===== config.mk =====
export PLATFORM = sky130hd
export DESIGN_NAME = tournament_update_ctrl_flat
export DESIGN_NICKNAME = d
export VERILOG_FILES = /design/src/rtl/tournament_update_ctrl_pkg.sv /design/src/rtl/tournament_update_ctrl_if.sv /design/src/rtl/tournament_inflight_fifo.sv /design/src/rtl/tournament_update_ctrl.sv /design/src/flat_wrapper.sv
export SDC_FILE = /design/constraint.sdc
export NUM_CORES = 1
export LEC_CHECK = 0
export CAP_MARGIN = 25
export CORE_MARGIN = 2
export CORE_UTILIZATION = 53
export DETAILED_ROUTE_END_ITERATION = 8
export PLACE_DENSITY_LB_ADDON = 0.2
export SYNTH_ARGS = -nofsm -noshare
export SYNTH_HDL_FRONTEND = slang
export SYNTH_SLANG_ARGS = --single-unit
export TNS_END_PERCENT = 50

===== constraint.sdc =====
create_clock -name clk_i -period 4.3 [get_ports clk_i]
set_clock_uncertainty 0.2 [all_clocks]
set_input_delay 0.645 -clock clk_i [delete_from_list [all_inputs] [get_ports clk_i]]
set_output_delay 0.645 -clock clk_i [all_outputs]
set_load 0.005 [all_outputs]

===== src/rtl/tournament_update_ctrl_pkg.sv =====
// Shared types and encodings for the tournament predictor update controller.
package tournament_update_ctrl_pkg;

    // Update sequencer states: one table write per UPD state.
    typedef enum logic [1:0] {
        StIdle = 2'b00,
        StUpdG = 2'b01,
        StUpdL = 2'b10,
        StUpdC = 2'b11
    } upd_state_e;

    // Table select encodings driven on upd_sel_o.
    localparam logic [1:0] SEL_NONE   = 2'b00;
    localparam logic [1:0] SEL_GLOBAL = 2'b01;
    localparam logic [1:0] SEL_LOCAL  = 2'b10;
    localparam logic [1:0] SEL_CHOICE = 2'b11;

    // Choice counter MSB selects the global table, otherwise the local table.
    function automatic logic choose_pred(input logic gp, input logic lp, input logic [1:0] cp);
        return cp[1] ? gp : lp;
    endfunction

endpackage


===== src/rtl/tournament_update_ctrl_if.sv =====
// Request, resolution and table-update signals of the tournament update controller.
interface tournament_update_ctrl_if #(
    parameter int unsigned bht_idx_width_p = 10,
    parameter int unsigned ghist_width_p   = 12
);
    // Prediction request side
    logic                       r_v_i;
    logic [bht_idx_width_p-1:0] idx_r_i;
    logic                       gp_i;
    logic                       lp_i;
    logic [1:0]                 cp_i;
    logic                       predict_o;
    logic                       r_ready_o;

    // Resolution side
    logic                       w_v_i;
    logic [bht_idx_width_p-1:0] idx_w_i;
    logic                       correct_i;
    logic                       w_ready_o;

    // Table update side
    logic                       upd_v_o;
    logic [1:0]                 upd_sel_o;
    logic [bht_idx_width_p-1:0] upd_idx_o;
    logic                       upd_taken_o;
    logic                       upd_inc_o;
    logic [ghist_width_p-1:0]   ghist_o;
    logic                       err_o;

    modport master (
        output r_v_i, idx_r_i, gp_i, lp_i, cp_i, w_v_i, idx_w_i, correct_i,
        input  predict_o, r_ready_o, w_ready_o, upd_v_o, upd_sel_o, upd_idx_o,
        input  upd_taken_o, upd_inc_o, ghist_o, err_o
    );

    modport slave (
        input  r_v_i, idx_r_i, gp_i, lp_i, cp_i, w_v_i, idx_w_i, correct_i,
        output predict_o, r_ready_o, w_ready_o, upd_v_o, upd_sel_o, upd_idx_o,
        output upd_taken_o, upd_inc_o, ghist_o, err_o
    );

endinterface


===== src/rtl/tournament_inflight_fifo.sv =====
// In-flight prediction queue: circular buffer with push, pop and whole-queue flush.
module tournament_inflight_fifo #(
    parameter int unsigned width_p = 13,
    parameter int unsigned depth_p = 4
) (
    input  logic               clk_i,
    input  logic               reset_n_i,
    input  logic               push_i,
    input  logic               pop_i,
    input  logic               flush_i,
    input  logic [width_p-1:0] data_i,
    output logic [width_p-1:0] data_o,
    output logic               full_o,
    output logic               empty_o
);

    localparam int unsigned PtrW = (depth_p > 1) ? $clog2(depth_p) : 1;
    localparam int unsigned CntW = $clog2(depth_p) + 1;

    logic [width_p-1:0] mem_q [depth_p];
    logic [PtrW-1:0]    wr_ptr_q, wr_ptr_d;
    logic [PtrW-1:0]    rd_ptr_q, rd_ptr_d;
    logic [CntW-1:0]    count_q, count_d;
    logic               push_ok;
    logic               pop_ok;

    assign full_o  = (count_q == CntW'(depth_p));
    assign empty_o = (count_q == '0);
    assign data_o  = mem_q[rd_ptr_q];

    // Flush wins over a same-cycle push so nothing survives a flush.
    assign push_ok = push_i && !full_o && !flush_i;
    assign pop_ok  = pop_i && !empty_o && !flush_i;

    // Next pointer and occupancy; power-of-two depth makes pointer wrap free.
    always_comb begin
        wr_ptr_d = wr_ptr_q;
        rd_ptr_d = rd_ptr_q;
        count_d  = count_q;
        if (flush_i) begin
            wr_ptr_d = '0;
            rd_ptr_d = '0;
            count_d  = '0;
        end else begin
            if (push_ok) begin
                wr_ptr_d = wr_ptr_q + PtrW'(1);
            end
            if (pop_ok) begin
                rd_ptr_d = rd_ptr_q + PtrW'(1);
            end
            if (push_ok && !pop_ok) begin
                count_d = count_q + CntW'(1);
            end else if (pop_ok && !push_ok) begin
                count_d = count_q - CntW'(1);
            end
        end
    end

    // Pointer and count registers.
    always_ff @(posedge clk_i or negedge reset_n_i) begin
        if (!reset_n_i) begin
            wr_ptr_q <= '0;
            rd_ptr_q <= '0;
            count_q  <= '0;
        end else begin
            wr_ptr_q <= wr_ptr_d;
            rd_ptr_q <= rd_ptr_d;
            count_q  <= count_d;
        end
    end

    // Entry storage; contents are only meaningful while counted as occupied.
    always_ff @(posedge clk_i) begin
        if (push_ok) begin
            mem_q[wr_ptr_q] <= data_i;
        end
    end

endmodule


===== src/rtl/tournament_update_ctrl.sv =====
// Tournament predictor update controller: queues predictions, resolves them in order and
// sequences the global/local/choice table writes plus the global history shift.
module tournament_update_ctrl
    import tournament_update_ctrl_pkg::*;
#(
    parameter int unsigned bht_idx_width_p = 10,
    parameter int unsigned ghist_width_p   = 12,
    parameter int unsigned inflight_p      = 4
) (
    input logic                    clk_i,
    input logic                    reset_n_i,
    tournament_update_ctrl_if.slave bus
);

    typedef struct packed {
        logic [bht_idx_width_p-1:0] idx;
        logic                       gp;
        logic                       lp;
        logic                       pred;
    } entry_t;

    localparam int unsigned EntryW = bht_idx_width_p + 3;

    upd_state_e                 state_q, state_d;
    logic [bht_idx_width_p-1:0] idx_q;
    logic                       taken_q;
    logic                       gp_q;
    logic                       lp_q;
    logic [ghist_width_p-1:0]   ghist_q;
    logic                       err_q;

    entry_t      push_entry;
    logic [EntryW-1:0] head_bits;
    entry_t      head;
    logic        fifo_full;
    logic        fifo_empty;
    logic        predict;
    logic        push;
    logic        w_ready;
    logic        accept;
    logic        good;
    logic        bad;
    logic        taken_new;
    logic        upd_v;
    logic [1:0]  upd_sel;
    logic        upd_inc;

    assign predict  = bus.r_v_i && choose_pred(bus.gp_i, bus.lp_i, bus.cp_i);
    assign push     = bus.r_v_i && !fifo_full;
    assign w_ready  = (state_q == StIdle) && !fifo_empty;
    assign accept   = bus.w_v_i && w_ready;
    assign head     = entry_t'(head_bits);
    assign good     = accept && (bus.idx_w_i == head.idx);
    assign bad      = accept && (bus.idx_w_i != head.idx);
    // Actual outcome: the stored prediction, inverted when it was wrong.
    assign taken_new = head.pred ^ ~bus.correct_i;

    assign push_entry.idx  = bus.idx_r_i;
    assign push_entry.gp   = bus.gp_i;
    assign push_entry.lp   = bus.lp_i;
    assign push_entry.pred = predict;

    tournament_inflight_fifo #(
        .width_p (EntryW),
        .depth_p (inflight_p)
    ) u_fifo (
        .clk_i     (clk_i),
        .reset_n_i (reset_n_i),
        .push_i    (push),
        .pop_i     (good),
        .flush_i   (bad),
        .data_i    (push_entry),
        .data_o    (head_bits),
        .full_o    (fifo_full),
        .empty_o   (fifo_empty)
    );

    // Next state and per-state table write strobes.
    always_comb begin
        state_d = state_q;
        upd_v   = 1'b0;
        upd_sel = SEL_NONE;
        upd_inc = 1'b0;
        unique case (state_q)
            StIdle: begin
                if (good) begin
                    state_d = StUpdG;
                end
            end
            StUpdG: begin
                upd_v   = 1'b1;
                upd_sel = SEL_GLOBAL;
                state_d = StUpdL;
            end
            StUpdL: begin
                upd_v   = 1'b1;
                upd_sel = SEL_LOCAL;
                // Choice counter only trains when the two tables disagreed.
                state_d = (gp_q != lp_q) ? StUpdC : StIdle;
            end
            StUpdC: begin
                upd_v   = 1'b1;
                upd_sel = SEL_CHOICE;
                upd_inc = (gp_q == taken_q);
                state_d = StIdle;
            end
            default: begin
                state_d = StIdle;
            end
        endcase
    end

    // State register.
    always_ff @(posedge clk_i or negedge reset_n_i) begin
        if (!reset_n_i) begin
            state_q <= StIdle;
        end else begin
            state_q <= state_d;
        end
    end

    // Latch the resolved entry for the update sequence; shift history leaving UPD_G.
    always_ff @(posedge clk_i or negedge reset_n_i) begin
        if (!reset_n_i) begin
            idx_q   <= '0;
            taken_q <= 1'b0;
            gp_q    <= 1'b0;
            lp_q    <= 1'b0;
            ghist_q <= '0;
        end else begin
            if (good) begin
                idx_q   <= head.idx;
                taken_q <= taken_new;
                gp_q    <= head.gp;
                lp_q    <= head.lp;
            end
            if (state_q == StUpdG) begin
                ghist_q <= {ghist_q[ghist_width_p-2:0], taken_q};
            end
        end
    end

    // Protocol error pulse: resolution while not ready, or index mismatch at the head.
    always_ff @(posedge clk_i or negedge reset_n_i) begin
        if (!reset_n_i) begin
            err_q <= 1'b0;
        end else begin
            err_q <= (bus.w_v_i && !w_ready) || bad;
        end
    end

    assign bus.predict_o   = predict;
    assign bus.r_ready_o   = !fifo_full;
    assign bus.w_ready_o   = w_ready;
    assign bus.upd_v_o     = upd_v;
    assign bus.upd_sel_o   = upd_sel;
    assign bus.upd_idx_o   = upd_v ? idx_q : '0;
    assign bus.upd_taken_o = upd_v && taken_q;
    assign bus.upd_inc_o   = upd_inc;
    assign bus.ghist_o     = ghist_q;
    assign bus.err_o       = err_q;

endmodule

===== src/flat_wrapper.sv =====
// flat-port wrapper written by rule: the top's interface ports become plain ports
module tournament_update_ctrl_flat import tournament_update_ctrl_pkg::*;
#(
    parameter int unsigned bht_idx_width_p = 10,
    parameter int unsigned ghist_width_p   = 12,
    parameter int unsigned inflight_p      = 4
)
  (clk_i, reset_n_i, bus_r_v_i, bus_idx_r_i, bus_gp_i, bus_lp_i, bus_cp_i, bus_w_v_i, bus_idx_w_i, bus_correct_i, bus_predict_o, bus_r_ready_o, bus_w_ready_o, bus_upd_v_o, bus_upd_sel_o, bus_upd_idx_o, bus_upd_taken_o, bus_upd_inc_o, bus_ghist_o, bus_err_o);
  tournament_update_ctrl_if #(.bht_idx_width_p(bht_idx_width_p), .ghist_width_p(ghist_width_p)) bus_i ();
  input logic clk_i;
  input logic reset_n_i;
  input wire logic [$bits(bus_i.r_v_i)-1:0] bus_r_v_i;
  input wire logic [$bits(bus_i.idx_r_i)-1:0] bus_idx_r_i;
  input wire logic [$bits(bus_i.gp_i)-1:0] bus_gp_i;
  input wire logic [$bits(bus_i.lp_i)-1:0] bus_lp_i;
  input wire logic [$bits(bus_i.cp_i)-1:0] bus_cp_i;
  input wire logic [$bits(bus_i.w_v_i)-1:0] bus_w_v_i;
  input wire logic [$bits(bus_i.idx_w_i)-1:0] bus_idx_w_i;
  input wire logic [$bits(bus_i.correct_i)-1:0] bus_correct_i;
  output wire logic [$bits(bus_i.predict_o)-1:0] bus_predict_o;
  output wire logic [$bits(bus_i.r_ready_o)-1:0] bus_r_ready_o;
  output wire logic [$bits(bus_i.w_ready_o)-1:0] bus_w_ready_o;
  output wire logic [$bits(bus_i.upd_v_o)-1:0] bus_upd_v_o;
  output wire logic [$bits(bus_i.upd_sel_o)-1:0] bus_upd_sel_o;
  output wire logic [$bits(bus_i.upd_idx_o)-1:0] bus_upd_idx_o;
  output wire logic [$bits(bus_i.upd_taken_o)-1:0] bus_upd_taken_o;
  output wire logic [$bits(bus_i.upd_inc_o)-1:0] bus_upd_inc_o;
  output wire logic [$bits(bus_i.ghist_o)-1:0] bus_ghist_o;
  output wire logic [$bits(bus_i.err_o)-1:0] bus_err_o;
  assign bus_i.r_v_i = bus_r_v_i;
  assign bus_i.idx_r_i = bus_idx_r_i;
  assign bus_i.gp_i = bus_gp_i;
  assign bus_i.lp_i = bus_lp_i;
  assign bus_i.cp_i = bus_cp_i;
  assign bus_i.w_v_i = bus_w_v_i;
  assign bus_i.idx_w_i = bus_idx_w_i;
  assign bus_i.correct_i = bus_correct_i;
  assign bus_predict_o = bus_i.predict_o;
  assign bus_r_ready_o = bus_i.r_ready_o;
  assign bus_w_ready_o = bus_i.w_ready_o;
  assign bus_upd_v_o = bus_i.upd_v_o;
  assign bus_upd_sel_o = bus_i.upd_sel_o;
  assign bus_upd_idx_o = bus_i.upd_idx_o;
  assign bus_upd_taken_o = bus_i.upd_taken_o;
  assign bus_upd_inc_o = bus_i.upd_inc_o;
  assign bus_ghist_o = bus_i.ghist_o;
  assign bus_err_o = bus_i.err_o;
  tournament_update_ctrl #(.bht_idx_width_p(bht_idx_width_p), .ghist_width_p(ghist_width_p), .inflight_p(inflight_p)) u_core (.clk_i(clk_i), .reset_n_i(reset_n_i), .bus(bus_i));
endmodule

==> flow_metrics.env, run 1 <==
export IMPL_irDropWorstVdd_v=0.0002714
export IMPL_hold_viol_final=0
export IMPL_p_total_mw=1.864
export IMPL_dr_total_vias=2021
export IMPL_tritoncts_sink_count=87
export IMPL_cts_tree="done"
export IMPL_detail_route_first_pass_iterations=4
export IMPL_clkSlewWorstSetupHoldPaths_ps=80
export IMPL_cp_cell_sequence="mux4_1 > xnor2_1 > nand4_1 > nor4_4 > inv_2 > ha_1 > fa_1 > xnor2_1 > nor2_1 > xnor2_1 > a21oi_1"
export IMPL_drt_wirelength_per_cell_um=16.46
export IMPL_drv_slew=0
export IMPL_dominantRegCellSynth="sky130_fd_sc_hd__edfxtp_1"
export IMPL_design_final_nets=326
export IMPL_postCtsHoldBufs=0
export IMPL_ys_warnings_count=0
export IMPL_p_int_mw=1.365
export IMPL_rows=30
export IMPL_drive_gt1_share_pct=18.92
export IMPL_p_clk_share_pct=26.3
export IMPL_gr_total_overflow=0
export IMPL_postSynth_asyncResetShare_pct=40.23
export IMPL_die_h_um=88.38
export IMPL_num_antenna_cells=0
export IMPL_setup_tns_ps=0
export IMPL_die_w_um=88.38
export IMPL_synth_yosys_seq_area_share_pct=64.59
export IMPL_synthesis_area_per_instance_um2=16.92
export IMPL_floorplan_initialDensity_pct=55.24
export IMPL_critPathMaxFanout=11
export IMPL_core_area_um2=6832
export IMPL_detail_route_antenna_nets=0
export IMPL_max_stage_delay_on_crit_path_ps=700
export IMPL_cts_inserted_buffers=9
export IMPL_clkLatencyLatePin_ps=340
export IMPL_sequential_share_of_power_pct=55.0
export IMPL_run_status="complete, no violations"
export IMPL_setup_worst_path_class="flop to flop"
export IMPL_timing_max_cap_violations=0
export IMPL_timing_max_slew_rel_slack_pct=61.55
export IMPL_timing_final_setup_violations=0
export IMPL_synthesized_instance_count=223
export IMPL_placement_io_buffers=58
export IMPL_ys_seq_elements=87
export IMPL_hold_removal_path_class="flop to flop"
export IMPL_max_slew_worst_pin_slew_ps=576.8
export IMPL_die_area_um2=7811
export IMPL_setup_repair_after_global_routing_missed_its_margin="no"
export IMPL_mappedNetlistArea_um2=3774
export IMPL_clock_path_buffers=2
export IMPL_grt_util_all_layers_pct=18.59
export IMPL_power_share_switching_pct=26.77
export IMPL_layout_area_overhead_vs_synth_pct=22.78
export IMPL_synth_nets=258
export IMPL_post_route_min_period_ps=3617
export IMPL_power_density_nw_per_um2=402.2
export IMPL_met2_capacity_usage_during_global_routing_pct=30.21
export IMPL_ioPinCount=60
export IMPL_busiest_layer="met2"
export IMPL_finalCritPeriodShare_pct=84.12
export IMPL_drc_violations=0
export IMPL_comb_power_share_pct=18.8
export IMPL_grt_first_pass_wirelength_um=10520
export IMPL_startpoint_type="flop"
export IMPL_htree_levels=3
export IMPL_postCtsSetupRepairBufs=0
export IMPL_worst_ep_arrival_time_ps=3630
export IMPL_end_kind="flop"
export IMPL_routed_wirelength_um=6454
export IMPL_fillerInstances=505
export IMPL_met1_usage_pct=24.58
export IMPL_via_per_inst=5.156
export IMPL_worst_path_most_repeated_cell="sky130_fd_sc_hd__xnor2_1"
export IMPL_edff_count_synth=52
export IMPL_crit_path_top_delay_cell="sky130_fd_sc_hd__mux4_1"
export IMPL_post_cts_resized_instances=0
export IMPL_leakage_nw=1.763
export IMPL_dp_final_hpwl_um=4509
export IMPL_initialDrtViolationCount=54
export IMPL_grt_util_met3_pct=3.825
export IMPL_timing_critical_path_required_ps=4310
export IMPL_initial_antenna_violation_count=0
export IMPL_gpl_final_weighted_congestion=0.7287
export IMPL_cts_root_cell="sky130_fd_sc_hd__clkbuf_8"
export IMPL_synthDistinctLibCells=37
export IMPL_grt_pass1_vias=2051
export IMPL_power_switching_uw=498.9
export IMPL_pin_count_of_the_biggest_net_entering_global_routing=36
export IMPL_timing_fmax_mhz=276.5
cells in the final DEF (no fill, tap or decap), drive strengths merged:
cell / netlist / layout
clkdlybuf4s50: 0 / 58
edfxtp: 52 / 52
dfrtp: 35 / 35
mux2: 25 / 25
xnor2: 15 / 15
nor2b: 14 / 14
mux4: 13 / 13
clkbuf: 7 / 12
a21oi: 11 / 11
buf: 4 / 10
nand2: 9 / 9
inv: 7 / 8
ha: 5 / 5
nor2: 3 / 3
and2: 3 / 3
clkinvlp: 0 / 3
nand3: 2 / 2
mux2i: 2 / 2
xor2: 2 / 2
and4: 2 / 2
nand4: 2 / 2
o21ai: 2 / 2
o31a: 1 / 1
nor4: 1 / 1
o21a: 1 / 1
and3: 1 / 1
o21bai: 1 / 1
o41ai: 1 / 1
a22o: 1 / 1
fa: 1 / 1
power groups by stage:
stage / clock network, mW / registers (mW) / logic (mW)
3_5_place_dp: 0 / 1.04 / 0.352
3_3_place_gp: 0 / 1.04 / 0.344
2_1_floorplan: 0 / 1.03 / 0.230
4_1_cts: 0.507 / 1.03 / 0.354
6_report: 0.490 / 1.02 / 0.350
5_1_grt: 0.540 / 1.03 / 0.388
stage by stage:
stage	instances	cell area, um^2	hold slack (ps)	setup WS, ps	util (%)
4_1_cts	391	4626	314.5	666.6	67.71
5_1_grt	392	4633	337.0	499.6	67.82
3_5_place_dp	375	4459	295.0	676.8	65.27
2_1_floorplan	223	3774	149.4	908.0	-
3_3_place_gp	375	4459	285.4	732.4	65.27
6_report	392	4633	312.9	683.0	67.82
critical path: cells and delay by family (launching register included):
family / cells / cell delay, ps
muxes: 1 / 700
DFF: 1 / 680
and+or+nand+nor: 3 / 660
adders and majority gates: 2 / 620
xor gates and xnor gates: 3 / 480
buffers and inverters: 1 / 90
AOI/OAI and AO/OA: 1 / 50
cell type report:
type / count / area, um^2 / area share, %
clock inverters: 4 / 31.28 / 0.6751
flip-flops and latches: 87 / 2437 / 52.61
repair buffers: 68 / 655.6 / 14.15
inverters: 7 / 26.28 / 0.5671
clock buffers: 12 / 135.1 / 2.917
multi-input cells: 118 / 1227 / 26.49
well taps: 96 / 120.1 / 2.592
kinds of logic after synthesis:
logic type                 synth area share (%)
DFF                                       64.59
muxes                                     17.54
and+or+nand+nor                           6.001
AOI/OAI and AO/OA                         2.851
buffers and inverters                     2.884
xor gates and xnor gates                  3.946
adders and majority gates                 2.188
metal layers:
layer  part of all wire (%)  vias to the layer above
met5                      0                        -
met4                    1.2                        0
met3                    3.4                        6
met2                     50                       43
met1                     46                     1004
li1                       -                      968
path summary, 6_finish.rpt:
check | start | endpoint | slack (ps) | cells past startpoint
worst max register to register | u_core.u_fifo.rd_ptr_q[0]$_DFFE_PN0P_ | u_core.u_fifo.count_q[2]$_DFFE_PN0P_ | 680 | 11
worst min register to register | u_core.idx_q[3]$_DFFE_PN0P_ | u_core.idx_q[3]$_DFFE_PN0P_ | 310 | 1
max in group asynchronous | reset_n_i | u_core.u_fifo.rd_ptr_q[1]$_DFFE_PN0P_ | 3080 | 2
min in group asynchronous | reset_n_i | u_core.idx_q[6]$_DFFE_PN0P_ | 510 | 2
worst max-delay path | u_core.u_fifo.rd_ptr_q[0]$_DFFE_PN0P_ | u_core.u_fifo.count_q[2]$_DFFE_PN0P_ | 680 | 11
worst min-delay path | u_core.idx_q[3]$_DFFE_PN0P_ | u_core.idx_q[3]$_DFFE_PN0P_ | 310 | 1
cells in the mapped netlist, types with 2 or more instances:
cell / count / area share, %
sky130_fd_sc_hd__nand3_1: 2 / 0.27
sky130_fd_sc_hd__nor2_1: 3 / 0.30
sky130_fd_sc_hd__edfxtp_1: 52 / 41
sky130_fd_sc_hd__mux4_1: 10 / 7.0
sky130_fd_sc_hd__xnor2_1: 15 / 3.5
sky130_fd_sc_hd__mux2_2: 17 / 5.1
sky130_fd_sc_hd__buf_6: 2 / 0.60
sky130_fd_sc_hd__inv_1: 6 / 0.60
sky130_fd_sc_hd__a21oi_1: 11 / 1.5
sky130_fd_sc_hd__and2_1: 3 / 0.50
sky130_fd_sc_hd__dfrtp_1: 35 / 23
sky130_fd_sc_hd__mux2i_1: 2 / 0.53
sky130_fd_sc_hd__nand2_1: 9 / 0.90
sky130_fd_sc_hd__ha_1: 5 / 1.7
sky130_fd_sc_hd__clkbuf_1: 6 / 0.60
sky130_fd_sc_hd__nor2b_1: 14 / 2.3
sky130_fd_sc_hd__mux2_4: 8 / 3.2
sky130_fd_sc_hd__mux4_2: 3 / 1.8
sky130_fd_sc_hd__xor2_1: 2 / 0.46
sequential cells by signal, indices dropped and copies added, names as in the netlist:
signal                  flops
u_core.state_q              2
u_core.taken_q              1
u_core.idx_q               10
u_core.u_fifo.wr_ptr_q      2
u_core.u_fifo.count_q       3
u_core.lp_q                 1
u_core.gp_q                 1
u_core.bus.ghist_o         12
u_core.bus.err_o            1
u_core.u_fifo.mem_q        52
u_core.u_fifo.rd_ptr_q      2
Power figures use the tool's default switching activity.
==> run 2: changes to the inputs <==
CORE_UTILIZATION = 48   (was 53)
clock period = 3.04 ns   (was 4.3 ns; I/O delays follow)
==> flow_metrics.env, run 2 (synthesized netlist as in run 1, its figures left out) <==
export IMPL_setup_worst_path_class="flop to flop"
export IMPL_largest_register_ff_count=52
export IMPL_gr_total_overflow=0
export IMPL_postCtsHoldBufs=0
export IMPL_dr_total_vias=2080
export IMPL_p_clk_share_pct=30.0
export IMPL_ioPinCount=60
export IMPL_grt_util_all_layers_pct=16.77
export IMPL_initialDrtViolationCount=56
export IMPL_grt_first_pass_wirelength_um=10810
export IMPL_crit_path_top_delay_cell="sky130_fd_sc_hd__mux4_2"
export IMPL_cts_inserted_buffers=9
export IMPL_placement_cell_area_um2=4608
export IMPL_power_switching_uw=798.1
export IMPL_end_kind="flop"
export IMPL_design_final_nets=343
export IMPL_timing_max_cap_violations=0
export IMPL_timing_final_setup_violations=2
export IMPL_cts_root_cell="sky130_fd_sc_hd__clkbuf_8"
export IMPL_max_flop_register="u_core.u_fifo.mem_q"
export IMPL_tritoncts_sink_count=87
export IMPL_die_w_um=92.67
export IMPL_timing_critical_path_required_ps=3090
export IMPL_run_status="finished, violations left"
export IMPL_layout_area_overhead_vs_synth_pct=30.11
export IMPL_clkLatencyLatePin_ps=360
export IMPL_floorplan_initialDensity_pct=49.09
export IMPL_num_antenna_cells=0
export IMPL_ff2ff_setup_slack_ps=-100
export IMPL_timing_fmax_mhz=318.5
export IMPL_timing_max_slew_rel_slack_pct=70.25
export IMPL_comb_power_share_pct=19.8
export IMPL_drt_wirelength_per_cell_um=15.95
export IMPL_startpoint_type="flop"
export IMPL_max_slew_worst_pin_slew_ps=446.2
export IMPL_clkSlewWorstSetupHoldPaths_ps=100
export IMPL_clock_path_buffers=2
export IMPL_power_share_switching_pct=27.63
export IMPL_die_area_um2=8587
export IMPL_placement_io_buffers=58
export IMPL_grt_pass1_vias=2109
export IMPL_detail_route_antenna_nets=0
export IMPL_setup_repair_after_global_routing_missed_its_margin="yes"
export IMPL_mostFrequentLayoutCells="58 x sky130_fd_sc_hd__clkdlybuf4s50_1, 52 x sky130_fd_sc_hd__edfxtp_1, 35 x sky130_fd_sc_hd__dfrtp_1"
export IMPL_die_h_um=92.67
export IMPL_setup_ws_ps=-99.27
export IMPL_layout_cells_most_common="sky130_fd_sc_hd__clkdlybuf4s50_1"
export IMPL_initial_antenna_violation_count=0
export IMPL_finalCritPeriodShare_pct=103.3
export IMPL_core_area_um2=7687
export IMPL_hold_removal_path_class="input pin to asynchronous set/reset pin"
export IMPL_launching_point_of_the_worst_reg2reg_path="u_core.u_fifo.rd_ptr_q[0]$_DFFE_PN0P_"
export IMPL_postLayoutCellArea_um2=4910
export IMPL_cp_cell_sequence="buf_6 > buf_6 > mux4_2 > xnor2_2 > nand2_2 > nor4_4 > inv_4 > ha_4 > fa_2 > xnor2_1 > nor2_1 > xnor2_1 > a21oi_1"
export IMPL_htree_levels=3
export IMPL_failed_checks="setup timing"
export IMPL_irDropWorstVdd_v=0.0002441
export IMPL_fillerInstances=585
export IMPL_rows=32
export IMPL_sequential_share_of_power_pct=50.1
export IMPL_max_stage_delay_on_crit_path_ps=550
export IMPL_power_density_nw_per_um2=588.3
export IMPL_worst_ep_arrival_time_ps=3190
export IMPL_regToRegEndpoint="u_core.u_fifo.count_q[2]$_DFFE_PN0P_"
export IMPL_detail_route_first_pass_iterations=4
export IMPL_leakage_nw=1.921
export IMPL_p_int_mw=2.090
export IMPL_drv_slew=0
export IMPL_via_per_inst=5.012
export IMPL_critPathMaxFanout=3
export IMPL_dp_final_hpwl_um=4613
export IMPL_drc_violations=0
export IMPL_timing_reg2reg_worst_path_depth=13
export IMPL_drive_gt1_share_pct=30.67
export IMPL_hold_viol_final=0
export IMPL_setup_tns_ps=-179.2
export IMPL_pin_count_of_the_biggest_net_entering_global_routing=36
export IMPL_post_route_min_period_ps=3139
export IMPL_gpl_final_weighted_congestion=0.7152
export IMPL_cts_tree="done"
export IMPL_routed_wirelength_um=6618
run 2: worst max path at each step:
stage | cells past startpoint | slack, ps | start | to
5_1_grt | 13 | -270 | u_core.u_fifo.rd_ptr_q[0]$_DFFE_PN0P_ | u_core.u_fifo.count_q[2]$_DFFE_PN0P_
6_report | 13 | -100 | u_core.u_fifo.rd_ptr_q[0]$_DFFE_PN0P_ | u_core.u_fifo.count_q[2]$_DFFE_PN0P_
3_3_place_gp | 12 | -170 | u_core.u_fifo.rd_ptr_q[0]$_DFFE_PN0P_ | u_core.u_fifo.count_q[2]$_DFFE_PN0P_
4_1_cts | 12 | -120 | u_core.u_fifo.rd_ptr_q[0]$_DFFE_PN0P_ | u_core.u_fifo.count_q[2]$_DFFE_PN0P_
2_1_floorplan | 14 | -260 | u_core.u_fifo.rd_ptr_q[0]$_DFFE_PN0P_ | u_core.u_fifo.count_q[2]$_DFFE_PN0P_
3_5_place_dp | 13 | -160 | u_core.u_fifo.rd_ptr_q[0]$_DFFE_PN0P_ | u_core.u_fifo.count_q[2]$_DFFE_PN0P_
run 2: cell type report:
type | count | area (um^2) | area share, %
Timing Repair Buffer | 85 | 807.0 | 16.44
Clock buffer | 9 | 123.9 | 2.523
Tap cell | 102 | 127.6 | 2.599
Multi-Input combinational cell | 118 | 1290 | 26.27
Inverter | 7 | 28.78 | 0.5861
Clock inverter | 7 | 95.09 | 1.937
Sequential cell | 87 | 2437 | 49.64
run 2: timing repair:
item | 4_1_cts | 5_1_grt
gates resized for setup | 14 | 5
setup buffers | 1 | 1
pin swaps | 2 | 5
setup endpoints to repair | 2 | 2
run 2: worst max-delay path: cells and delay by family, from the launching register on:
kind,cells,cell delay (ps)
mux,1,550
fa+ha+maj,2,490
compound gates,1,50
buf+inv,3,320
flops,1,410
simple gates,3,540
xor+xnor,3,480
run 2: per-stage QoR:
stage                     power, mW  std cells  utilization (%)  setup WS (ps)  hold slack [ps]
after floorplan               1.797        223                -         -255.4           -39.59
after global placement        2.003        397            59.94         -171.7            283.1
after detailed placement      2.016        397            59.94         -159.1            288.8
after CTS                     2.916        414            63.43         -123.1            310.8
after global routing          3.047        415            63.87         -274.4            320.2
final                         2.888        415            63.87         -99.27            306.0
run 2: power by group through the flow:
stage	Clock (mW)	Sequential, mW	Combinational [mW]
finish	0.868	1.45	0.573
global route	0.943	1.46	0.644
CTS	0.893	1.45	0.575
detailed placement	0	1.47	0.545
global placement	0	1.46	0.539
floorplan	0	1.46	0.338
run 2: routing by layer:
| metal | GRT usage (%) | part of all wire, % | vias up |
|---|---|---|---|
| met3 | 3.987 | 3.9 | 6 |
| met1 | 22.37 | 45 | 1030 |
| li1 | - | - | 996 |
| met5 | 0 | 0 | - |
| met4 | 5.515 | 1.0 | 0 |
| met2 | 27.43 | 50 | 48 |
==> run 3: changes to the inputs <==
REMOVE_ABC_BUFFERS = 1   (was unset)
==> flow_metrics.env, run 3 (synthesized netlist as in run 1, its figures left out) <==
export IMPL_via_per_inst=5.063
export IMPL_timing_reg2reg_worst_path_depth=13
export IMPL_hold_start="u_core.idx_q[7]$_DFFE_PN0P_"
export IMPL_num_antenna_cells=0
export IMPL_end_kind="flop"
export IMPL_regToRegEndpoint="u_core.u_fifo.count_q[2]$_DFFE_PN0P_"
export IMPL_detail_route_first_pass_iterations=4
export IMPL_rows=32
export IMPL_initialDrtViolationCount=54
export IMPL_hold_viol_final=0
export IMPL_routed_wirelength_um=6510
export IMPL_setup_repair_after_global_routing_missed_its_margin="yes"
export IMPL_fillerInstances=622
export IMPL_p_clk_share_pct=28.1
export IMPL_gr_total_overflow=0
export IMPL_max_slew_worst_pin_slew_ps=446.2
export IMPL_cts_tree="done"
export IMPL_drive_gt1_share_pct=28.80
export IMPL_comb_power_share_pct=20.3
export IMPL_initial_antenna_violation_count=0
export IMPL_worst_ep_arrival_time_ps=3150
export IMPL_whs_endpoint="u_core.idx_q[7]$_DFFE_PN0P_"
export IMPL_timing_max_cap_violations=0
export IMPL_setup_worst_path_class="flop to flop"
export IMPL_post_route_min_period_ps=3114
export IMPL_placement_cell_area_um2=4542
export IMPL_htree_levels=3
export IMPL_power_density_nw_per_um2=577.9
export IMPL_p_total_mw=2.804
export IMPL_timing_hold_worst_path_depth=1
export IMPL_timing_final_setup_violations=2
export IMPL_pin_count_of_the_biggest_net_entering_global_routing=36
export IMPL_floorplan_initialDensity_pct=49.09
export IMPL_power_share_switching_pct=26.42
export IMPL_timing_fmax_mhz=321.1
export IMPL_irDropWorstVdd_v=0.0003109
export IMPL_timing_critical_path_required_ps=3080
export IMPL_hold_removal_path_class="flop to flop"
export IMPL_design_final_nets=339
export IMPL_layout_cells_most_common="sky130_fd_sc_hd__clkdlybuf4s50_1"
export IMPL_leakage_nw=1.877
export IMPL_die_w_um=92.67
export IMPL_die_area_um2=8587
export IMPL_critPathMaxFanout=4
export IMPL_placedCellCount=391
export IMPL_hold_ws_ps=306.1
export IMPL_timing_max_slew_rel_slack_pct=70.25
export IMPL_setup_ws_ps=-74.03
export IMPL_grt_util_all_layers_pct=16.37
export IMPL_grt_pass1_vias=2164
export IMPL_startpoint_type="flop"
export IMPL_mostFrequentLayoutCells="58 x sky130_fd_sc_hd__clkdlybuf4s50_1, 52 x sky130_fd_sc_hd__edfxtp_1, 33 x sky130_fd_sc_hd__dfrtp_1"
export IMPL_gpl_final_weighted_congestion=0.8668
export IMPL_placement_io_buffers=58
export IMPL_failed_checks="setup timing"
export IMPL_drc_violations=0
export IMPL_launching_point_of_the_worst_reg2reg_path="u_core.u_fifo.rd_ptr_q[0]$_DFFE_PN0P_"
export IMPL_drv_slew=0
export IMPL_core_area_um2=7687
export IMPL_finalCritPeriodShare_pct=102.4
export IMPL_grt_first_pass_wirelength_um=10700
export IMPL_detail_route_antenna_nets=0
export IMPL_cts_inserted_buffers=9
export IMPL_setup_tns_ps=-121.3
export IMPL_p_int_mw=2.063
export IMPL_run_status="finished, violations left"
export IMPL_layout_area_overhead_vs_synth_pct=28.58
export IMPL_dp_final_hpwl_um=4491
export IMPL_tritoncts_sink_count=87
export IMPL_clkLatencyLatePin_ps=340
export IMPL_cts_root_cell="sky130_fd_sc_hd__clkbuf_8"
export IMPL_max_flop_register="u_core.u_fifo.mem_q"
export IMPL_postLayoutCellArea_um2=4852
export IMPL_ff2ff_setup_slack_ps=-70
export IMPL_finish_cell_count_without_fillers=411
export IMPL_sequential_share_of_power_pct=51.6
export IMPL_drt_wirelength_per_cell_um=15.84
export IMPL_power_switching_uw=740.7
export IMPL_dr_total_vias=2081
export IMPL_clock_path_buffers=2
export IMPL_ioPinCount=60
export IMPL_postCtsHoldBufs=0
export IMPL_clkSlewWorstSetupHoldPaths_ps=90
export IMPL_die_h_um=92.67
export IMPL_largest_register_ff_count=52
[run 3: cell types whose count changed in the layout (fill, tap and decap cells not counted), moves of 2 or more]
cell,delta
sky130_fd_sc_hd__inv_8,-2
sky130_fd_sc_hd__buf_4,-3
sky130_fd_sc_hd__mux4_1,+4
sky130_fd_sc_hd__dfrtp_2,+2
sky130_fd_sc_hd__dfrtp_1,-2
sky130_fd_sc_hd__xnor2_1,+2
sky130_fd_sc_hd__mux4_2,-4
sky130_fd_sc_hd__xnor2_2,-2
[run 3: timing repair]
item,in CTS,in global routing
resized for setup,21,1
cloned,0,0
pin swaps,4,0
endpoints found under the setup margin,64,2
setup buffers,4,0
[run 3: power by group through the flow]
stage / logic [mW] / registers (mW) / clock network [mW]
floorplan: 0.320 / 1.46 / 0
global placement: 0.515 / 1.47 / 0
detailed placement: 0.526 / 1.47 / 0
CTS: 0.570 / 1.45 / 0.817
global route: 0.618 / 1.46 / 0.863
finish: 0.569 / 1.45 / 0.788
[run 3: worst max-delay path, stage by stage, from the launching register on]
cell and delay (ps):
sky130_fd_sc_hd__dfrtp_2 380, sky130_fd_sc_hd__buf_4 150, sky130_fd_sc_hd__buf_6 120, sky130_fd_sc_hd__mux4_2 560, sky130_fd_sc_hd__xnor2_2 210, sky130_fd_sc_hd__nand2_2 100, sky130_fd_sc_hd__nor4_4 300, sky130_fd_sc_hd__inv_2 80
sky130_fd_sc_hd__ha_4 170, sky130_fd_sc_hd__fa_2 330, sky130_fd_sc_hd__xnor2_1 130, sky130_fd_sc_hd__nor2_1 110, sky130_fd_sc_hd__xnor2_1 130, sky130_fd_sc_hd__a21oi_1 50
[run 3: through the flow]
step / util [%] / worst slack [ps]
3_5_place_dp: 59.08 / -427.2
5_1_grt: 63.12 / -234.4
6_report: 63.12 / -74.03
3_3_place_gp: 59.08 / -365.3
2_1_floorplan: - / -912.5
4_1_cts: 63.09 / -70.11
[run 3: final cells by class]
| cell class | instances | area, um^2 | area share [%] |
|---|---|---|---|
| clock buffer | 10 | 127.6 | 2.630 |
| clock inverter | 6 | 68.82 | 1.418 |
| inverter | 7 | 26.28 | 0.5415 |
| multi-input combinational | 118 | 1297 | 26.74 |
| sequential | 87 | 2440 | 50.28 |
| tap | 102 | 127.6 | 2.630 |
| timing repair buffer | 81 | 764.5 | 15.76 |
[run 3: worst max path at each step]
stage                                               start                                   end  slack [ps]
finish              u_core.u_fifo.rd_ptr_q[0]$_DFFE_PN0P_  u_core.u_fifo.count_q[2]$_DFFE_PN0P_         -70
detailed placement  u_core.u_fifo.rd_ptr_q[0]$_DFFE_PN0P_  u_core.u_fifo.count_q[2]$_DFFE_PN0P_        -430
global route        u_core.u_fifo.rd_ptr_q[0]$_DFFE_PN0P_  u_core.u_fifo.count_q[2]$_DFFE_PN0P_        -230
global placement    u_core.u_fifo.rd_ptr_q[0]$_DFFE_PN0P_  u_core.u_fifo.count_q[2]$_DFFE_PN0P_        -370
CTS                 u_core.u_fifo.rd_ptr_q[0]$_DFFE_PN0P_  u_core.u_fifo.count_q[2]$_DFFE_PN0P_         -70
floorplan           u_core.u_fifo.rd_ptr_q[0]$_DFFE_PN0P_  u_core.u_fifo.count_q[2]$_DFFE_PN0P_        -910
[run 3: routing by layer]
layer / part of all wire, % / track usage (%)
met5: 0 / 0
met4: 1.0 / 4.412
met3: 4.1 / 3.662
met2: 48 / 25.61
met1: 47 / 23.49
